[src/rtl/instr_fetch_unit.sv]
// Multicycle instruction fetch stage: PC, req/ack read of instruction memory, IR and PC-of-IR.
// Optional build macro IFU_MISALIGN_EN traps fetches from a PC that is not word aligned.
module instr_fetch_unit #(
   parameter logic [31:0] RESET_PC = 32'h0000_0000,
   parameter int unsigned TIMEOUT  = 15
) (
   input  logic        clk,
   input  logic        rst,
   input  logic        fetch_req,
   input  logic        pc_wr,
   input  logic [31:0] pc_next,
   output logic        imem_req,
   output logic [31:0] imem_addr,
   input  logic [31:0] imem_rdata,
   input  logic        imem_ack,
   output logic [31:0] instr,
   output logic [31:0] pc,
   output logic [31:0] pc_old,
   output logic        fetch_done,
   output logic        fetch_busy,
   output logic        fetch_err,
   output logic        fetch_misalign
);

   typedef enum logic [1:0] {
      IDLE = 2'd0,
      WAIT = 2'd1,
      ERR  = 2'd2
   } state_t;

   localparam logic [31:0] NOP     = 32'h0000_0013;
   localparam logic [7:0]  TO_LAST = 8'(TIMEOUT - 1);

   state_t      state;
   logic [7:0]  wait_cnt;
   logic [31:0] pc_eff;
   logic        start_misalign;

   // A pc_wr in the same cycle as fetch_req redirects that very fetch.
   assign pc_eff = pc_wr ? pc_next : pc;

`ifdef IFU_MISALIGN_EN
   assign start_misalign = (pc_eff[1:0] != 2'b00);
   assign imem_addr      = pc;
`else
   assign start_misalign = 1'b0;
   assign imem_addr      = {pc[31:2], 2'b00};
`endif

   // NOTE: every register here is updated with <= so all of them see pre-edge values of each other.
   always_ff @(posedge clk) begin
      if (rst) begin
         state          <= IDLE;
         pc             <= RESET_PC;
         pc_old         <= RESET_PC;
         instr          <= NOP;
         wait_cnt       <= '0;
         imem_req       <= 1'b0;
         fetch_done     <= 1'b0;
         fetch_busy     <= 1'b0;
         fetch_err      <= 1'b0;
         fetch_misalign <= 1'b0;
      end else begin
         fetch_done <= 1'b0;
         unique case (state)
            IDLE, ERR: begin
               pc <= pc_eff;
               if (fetch_req) begin
                  wait_cnt <= '0;
                  if (start_misalign) begin
                     state          <= ERR;
                     fetch_err      <= 1'b1;
                     fetch_misalign <= 1'b1;
                  end else begin
                     state          <= WAIT;
                     imem_req       <= 1'b1;
                     fetch_busy     <= 1'b1;
                     fetch_err      <= 1'b0;
                     fetch_misalign <= 1'b0;
                  end
               end
            end
            WAIT: begin
               // An ack in the final allowed cycle still completes the fetch.
               if (imem_ack) begin
                  instr      <= imem_rdata;
                  pc_old     <= pc;
                  pc         <= pc + 32'd4;
                  fetch_done <= 1'b1;
                  imem_req   <= 1'b0;
                  fetch_busy <= 1'b0;
                  state      <= IDLE;
               end else if (wait_cnt == TO_LAST) begin
                  imem_req   <= 1'b0;
                  fetch_busy <= 1'b0;
                  fetch_err  <= 1'b1;
                  state      <= ERR;
               end else begin
                  wait_cnt <= wait_cnt + 8'd1;
               end
            end
            default: state <= IDLE;
         endcase
      end
   end

endmodule

[config.mk]
export PLATFORM = sky130hd
export DESIGN_NAME = instr_fetch_unit
export DESIGN_NICKNAME = d
export VERILOG_FILES = /design/src/rtl/instr_fetch_unit.sv
export SDC_FILE = /design/constraint.sdc
export NUM_CORES = 1
export LEC_CHECK = 0
export ABC_AREA = 1
export BUFFER_PORTS_ARGS = -buffer_cell sky130_fd_sc_hd__buf_2
export CAP_MARGIN = 20
export CELL_PAD_IN_SITES_DETAIL_PLACEMENT = 0
export CELL_PAD_IN_SITES_GLOBAL_PLACEMENT = 2
export CORE_MARGIN = 5
export CORE_UTILIZATION = 29
export CTS_BUF_LIST = sky130_fd_sc_hd__clkbuf_8
export DETAILED_ROUTE_END_ITERATION = 10
export GPL_TIMING_DRIVEN = 0
export PLACE_DENSITY = 0.95
export SYNTH_ARGS = -nofsm -noshare
export SYNTH_HDL_FRONTEND = slang
export SYNTH_SLANG_ARGS = --single-unit
[constraint.sdc]
create_clock -name clk -period 3.7 [get_ports clk]
set_input_delay 0.74 -clock clk [delete_from_list [all_inputs] [get_ports clk]]
set_output_delay 0.74 -clock clk [all_outputs]
set_load 0.005 [all_outputs]
==> results of run 1 <==
-- flip-flops by register name, summed over array words and instances, names as in the netlist --
name        cells
fetch_busy      1
fetch_err       1
pc_old         32
pc             32
state           2
instr          32
fetch_done      1
wait_cnt        8
-- per-stage QoR --
step | setup WS [ps] | cell area [um^2] | util (%) | hold slack, ps
global route | 1620 | 7000 | 37.3 | 482
floorplan | 2170 | 5540 | - | 460
finish | 1680 | 7010 | 37.3 | 469
detailed placement | 1570 | 6830 | 36.4 | 452
CTS | 1640 | 7000 | 37.3 | 468
global placement | 1600 | 6830 | 36.4 | 449
-- synthesized netlist by cell type, types with 3 or more instances --
library cell,n,area share (%)
nor2_1,52,3.5
a21oi_2,7,1.1
nand4_1,4,0.45
clkbuf_1,17,1.2
a31oi_1,4,0.45
inv_1,57,3.9
nand3_2,3,0.54
ha_1,3,0.68
nand2_1,244,17
o21ai_1,13,1.2
inv_2,8,0.54
o21ai_0,53,4.8
nor3_1,5,0.45
a21oi_1,91,8.2
buf_6,3,0.61
buf_4,39,5.3
nor2_2,7,0.79
nor2_4,6,1.2
buf_2,12,1.1
nand2_2,6,0.68
dfxtp_1,109,39
nand3_1,35,3.2
-- kinds of logic (layout without fill, tap and decap cells) --
| logic type | count (synthesis) | in the layout |
|---|---|---|
| AOI/OAI and AO/OA | 174 | 174 |
| xor gates and xnor gates | 3 | 3 |
| adders and majority gates | 3 | 3 |
| buffers and inverters | 137 | 350 |
| DFF | 109 | 109 |
| other | 1 | 6 |
| and+or+nand+nor | 375 | 375 |
-- layout make-up --
| type | instances | area [um^2] |
|---|---|---|
| multi-input cells | 558 | 2650 |
| clock inverters | 6 | 50.0 |
| well taps | 234 | 293 |
| plain buffers | 72 | 465 |
| repair buffers | 198 | 991 |
| diodes | 3 | 7.51 |
| flip-flops and latches | 109 | 2180 |
| inverters | 65 | 244 |
| clock buffers | 9 | 124 |
| fillers | 2086 | 11800 |
-- power groups by stage --
stage	clock (mW)	combinational, mW	sequential (mW)
after floorplan	0	0.263	1.32
after global placement	0	0.472	1.34
after detailed placement	0	0.474	1.34
after CTS	0.738	0.476	1.31
after global routing	0.780	0.526	1.32
final	0.713	0.471	1.31
-- worst max-delay path: stages (launching register included) --
cell	delay, ps
dfxtp_1	590
buf_4	190
buf_2	100
-- worst min-delay path by stage --
stage,start,to,slack (ps),cells past startpoint
final,instr[20],instr[20],470,2
after global routing,instr[28],instr[28],480,2
after floorplan,pc_old[10],pc_old[10],460,2
after global placement,pc_old[4],pc_old[4],450,2
after CTS,instr[20],instr[20],470,2
after detailed placement,instr[20],instr[20],450,2
-- per-layer routing --
metal,global-route usage [%],vias to the layer above,wire [um]
met2,29.4,167,9230
li1,-,2960,-
met5,0,-,0
met1,24.5,2632,9400
met3,3.35,25,1130
met4,5.40,0,389
==> flow_metrics.tcl, run 1 <==
set metrics [dict create \
    clkSinkCount 109 \
    cap_violations 0 \
    synthAdderAreaFrac_pct 0.678 \
    track_usage_pct 18.1 \
    final.min_clock_period_ps 2020 \
    cts_htree_levels 3 \
    max_slew_margin_pct 56.8 \
    startpoint "pc[10]" \
    crit_path_start_kind "register" \
    yosysSeqAreaShare_pct 39.4 \
    place_hpwl_mm 15.5 \
    drt_wl_total_mm 20.1 \
    layout_commonest_cell "nand2_1" \
    p_sw_uw 803 \
    synth_area_per_cell_um2 6.90 \
    synthXorXnorAreaFrac_pct 0.475 \
    rsz0062_at_grt "false" \
    cts_hold_buf 0 \
    wl_per_cell_um 16.1 \
    ys.flop_type "dfxtp_1" \
    cts_buffer_depth 2 \
    yosys_warnings 0 \
    synth_seq_cells 109 \
    overflow 0 \
    io_pins 202 \
    first_iter_violations 471 \
    post-cts-setup-buffers 0 \
    initial_core_util_pct 29.5 \
    crit_arrival_ps 1280 \
    grt_pass1_wl_mm 31.2 \
    synthMuxAreaShare_pct 0 \
    outcome "completed" \
    antenna_found_initial 1 \
    crit_end "pc[10]" \
    finalSetupTns_ps 0 \
    layout_common_cells "nand2_1, buf_2, dfxtp_1, a21oi_1, inv_1" \
    rr_worst_depth 9 \
    dp.cells 1236 \
    fin_skew_ps 21.5 \
    clk_latency_ps 410 \
    cp_max_fo 7 \
    num_rows 50 \
    vdd_drop_max_uv 192 \
    worst_slew_pin_slew_ps 647 \
    period_share_pct 54.5 \
    crit_required_ps 2960 \
    p_leak_nw 3.21 \
    core_area_mm2 0.0188 \
    num_vias 5784 \
    p_comb_share_pct 18.9 \
    grt_max_degree 19 \
    gp_congestion 0.855 \
    synth-compound-area-share_pct 16.6 \
    clockRootBuffer "clkbuf_8" \
    cts_tree "built" \
    drcViolationCount 0 \
    dr.pass1.iters 7 \
    clock.fmax_mhz 496 \
    final_cells 1254 \
    synthSimpleGateAreaFrac_pct 30.0 \
    dieArea_mm2 0.0219 \
    r2r-end "pc[21]" \
    sw_frac_of_total_pct 32.2 \
    die_w_um 148 \
    grt_pass1_vias 5551 \
    async_flop_share_pct 0 \
    ys_types 39 \
    synth_edf_count 0 \
    hold_viol 0 \
    post_synth_inst_count 802 \
    clkPwrFrac_pct 28.6 \
    r2r_setup_slack_ps 1910 \
    crit_type "register to primary output" \
    netlist_area_mm2 0.00553 \
    fp.dieH_um 148 \
    ant_nets 0 \
    portBuffers 198 \
    p_int_mw 1.69 \
    fin_nets 1085 \
    area_growth_pct 26.6 \
    slew_viol_final 0 \
    pwr-share-seq_pct 52.6 \
    cts_resized 0 \
    setup_viol 0 \
    synth_top_family_by_area "simple AND/OR/NAND/NOR gates" \
    cts_inserted_buffers 9 \
    cts.clk_slew.worst_paths_ps 110 \
    hp-class "register to register" \
    final_layout_size_suffix_gt1_share_pct 30.6 \
    vias_per_cell 4.61 \
    powerDensity_mw_per_mm2 356 \
    endpoint_kind "primary output" \
    power.total_mw 2.50 \
    r2r_start "pc[13]" \
]
Note: power is estimated with default switching activity, not from simulation.
==> run 2, diff against run 1 <==
ABC_AREA = 0   (was 1)
CORE_UTILIZATION = 25   (was 29)
PLACE_DENSITY = 0.88   (was 0.95)
clock period = 1.8 ns   (was 3.7 ns; I/O delays follow)
==> run 2 against run 1 <==
Effect of this change:
- largest power group unchanged
- core utilization decreased by 2.7 points
- clock skew fell by 9.2 ps
- sequential power is 100% higher
- combinational power is 85% higher
==> flow_metrics.tcl, run 2 <==
set metrics [dict create \
    ant_nets 0 \
    synthTopCellsByCount "nand2_1, dfxtp_1, a21oi_1, nor2_1, clkbuf_1" \
    cts_htree_levels 3 \
    yosysTopAreaCell "dfxtp_1" \
    outcome "completed" \
    place_hpwl_mm 14.4 \
    fin_nets 952 \
    num_vias 5267 \
    clockRootBuffer "clkbuf_8" \
    dr.pass1.iters 5 \
    final_cells 1155 \
    track_usage_pct 15.8 \
    first_iter_violations 311 \
    grt_max_degree 20 \
    setup_viol 0 \
    ys_types 59 \
    hold_viol 0 \
    num_rows 52 \
    post-synth-top-count-cell "nand2_1" \
    crit_arrival_ps 2080 \
    wl_per_cell_um 16.7 \
    clkSinkCount 109 \
    hp-class "primary input to register" \
    gr-max-usage-layer "met2" \
    clkPwrFrac_pct 31.5 \
    synth_edf_count 0 \
    slew_viol_final 0 \
    grt_pass1_vias 5013 \
    period_share_pct 98.1 \
    yosys_warnings 0 \
    yosys.area.top_type_share_pct 42.9 \
    cts_hold_buf 0 \
    cts_inserted_buffers 9 \
    slowest_delay_ps 430 \
    rsz0062_at_grt "true" \
    final.min_clock_period_ps 1770 \
    antenna_found_initial 1 \
    crit_chain "nand4_1, buf_4, nor3_1, nand3b_1, or4_1, a31oi_1" \
    cts_buffer_depth 2 \
    crit_type "register to register" \
    gp_congestion 0.793 \
    antenna_cells 0 \
    overflow 0 \
    cts.clk_slew.worst_paths_ps 110 \
    yosysSeqAreaShare_pct 42.9 \
    endpoint_kind "register" \
    grt_pass1_wl_mm 29.4 \
    final_layout_size_suffix_gt1_share_pct 38.3 \
    finalSetupTns_ps 0 \
    vdd_drop_max_uv 346 \
    dp.cells 1121 \
    crit_slowest_cell "dfxtp_2" \
    io_pins 202 \
    max_slew_margin_pct 50.0 \
    synth_seq_cells 109 \
    p_leak_nw 3.16 \
    synth_area_per_cell_um2 7.80 \
    core_area_mm2 0.0202 \
    layout_commonest_cell "buf_2" \
    drt_wl_total_mm 19.2 \
    layout_common_cells "buf_2, nand2_1, dfxtp_1, a21oi_1, buf_4" \
    dieArea_mm2 0.0233 \
    crit_required_ps 2120 \
    p_int_mw 3.60 \
    clk_latency_ps 390 \
    p_comb_share_pct 16.8 \
    crit_buf_inv 1 \
    worst_slew_pin_slew_ps 750 \
    hold-worst-slack_ps 169 \
    portBuffers 197 \
    pwr-share-seq_pct 51.6 \
    sw_frac_of_total_pct 30.4 \
    crit_family "simple AND/OR/NAND/NOR gates" \
    synthTopCellsByArea "dfxtp_1, nand2_1, a21oi_1" \
    post_dp_cell_area_mm2 0.00642 \
    cts_tree "built" \
    powerDensity_mw_per_mm2 740 \
    die_w_um 153 \
    power.total_mw 5.16 \
    finalWorstSetupSlack_ps 34.1 \
    initial_core_util_pct 25.2 \
    netlist_area_mm2 0.00509 \
    post_synth_inst_count 652 \
    cap_violations 0 \
    p_sw_mw 1.57 \
    finalInstanceArea_mm2 0.00698 \
    globalRouteMet3Util_pct 3.49 \
    reg.largest.list "instr (32), pc (32), pc_old (32)" \
    ys.flop_type "dfxtp_1" \
    clock.fmax_mhz 566 \
    crit_path_start_kind "register" \
    fin_util_pct 34.6 \
    fp.dieH_um 153 \
    drcViolationCount 0 \
    vias_per_cell 4.56 \
    area_growth_pct 37.1 \
    use_met2_pct 25.6 \
    place_ws_ps -656 \
    cp_max_fo 7 \
    fin_skew_ps 12.3 \
    use_met1_pct 21.5 \
    async_flop_share_pct 0 \
]
## run 2: cell families (layout without fill, tap and decap cells)
kind of cell	Yosys count	count (layout)	synth area share, %
buffers and inverters	84	315	9.37
adder cells (fa/ha/maj)	3	3	0.738
XOR/XNOR	6	6	1.03
flip-flops	109	109	42.9
AND/OR/NAND/NOR	290	290	26.6
other	1	3	0.0737
AO/OA/AOI/OAI	149	149	17.3
multiplexers	10	10	1.99
## run 2: per-layer routing
layer  routed length [um]  up-vias
met1                 9100     2411
met4                  224        2
met5                    9        -
li1                     -     2673
met3                 1160       17
met2                 8740      164
## run 2: worst min-delay path, delay by kind of cell
family / cells / cell delay (ps)
AND/OR/NAND/NOR: 2 / 100
buffers and inverters: 1 / 70
## run 2: final cells by class
cell class	count	area, um^2
sequential	109	2240
multi-input combinational	461	2510
timing repair buffer	219	1150
buffer	75	504
tap	270	338
clock buffer	9	124
clock inverter	7	82.6
fill	2204	13200
inverter	5	22.5
## run 2: power by group through the flow
stage                     clock, mW  sequential (mW)  combinational (mW)
after floorplan                   0             2.68               0.439
after global placement            0             2.72               0.813
after detailed placement          0             2.72               0.816
after CTS                      1.69             2.67               0.841
after global routing           1.78             2.69               0.964
final                          1.63             2.67               0.870
## run 2: what timing repair did
action | 4_1_cts | 5_1_grt
gates resized for setup | 52 | 52
pin swaps | 2 | 9
cloned | 0 | 0
setup buffers | 7 | 15
setup endpoints to repair | 100 | 87
## run 2: path summary, 6_finish.rpt
path              slack, ps  depth (start not counted)    endpoint           from
setup / recovery         30                          6      pc[29]         pc[16]
hold / removal          170                          3    instr[4]  imem_rdata[4]
setup reg to reg         30                          6      pc[29]         pc[16]
hold reg to reg         460                          2  pc_old[16]     pc_old[16]
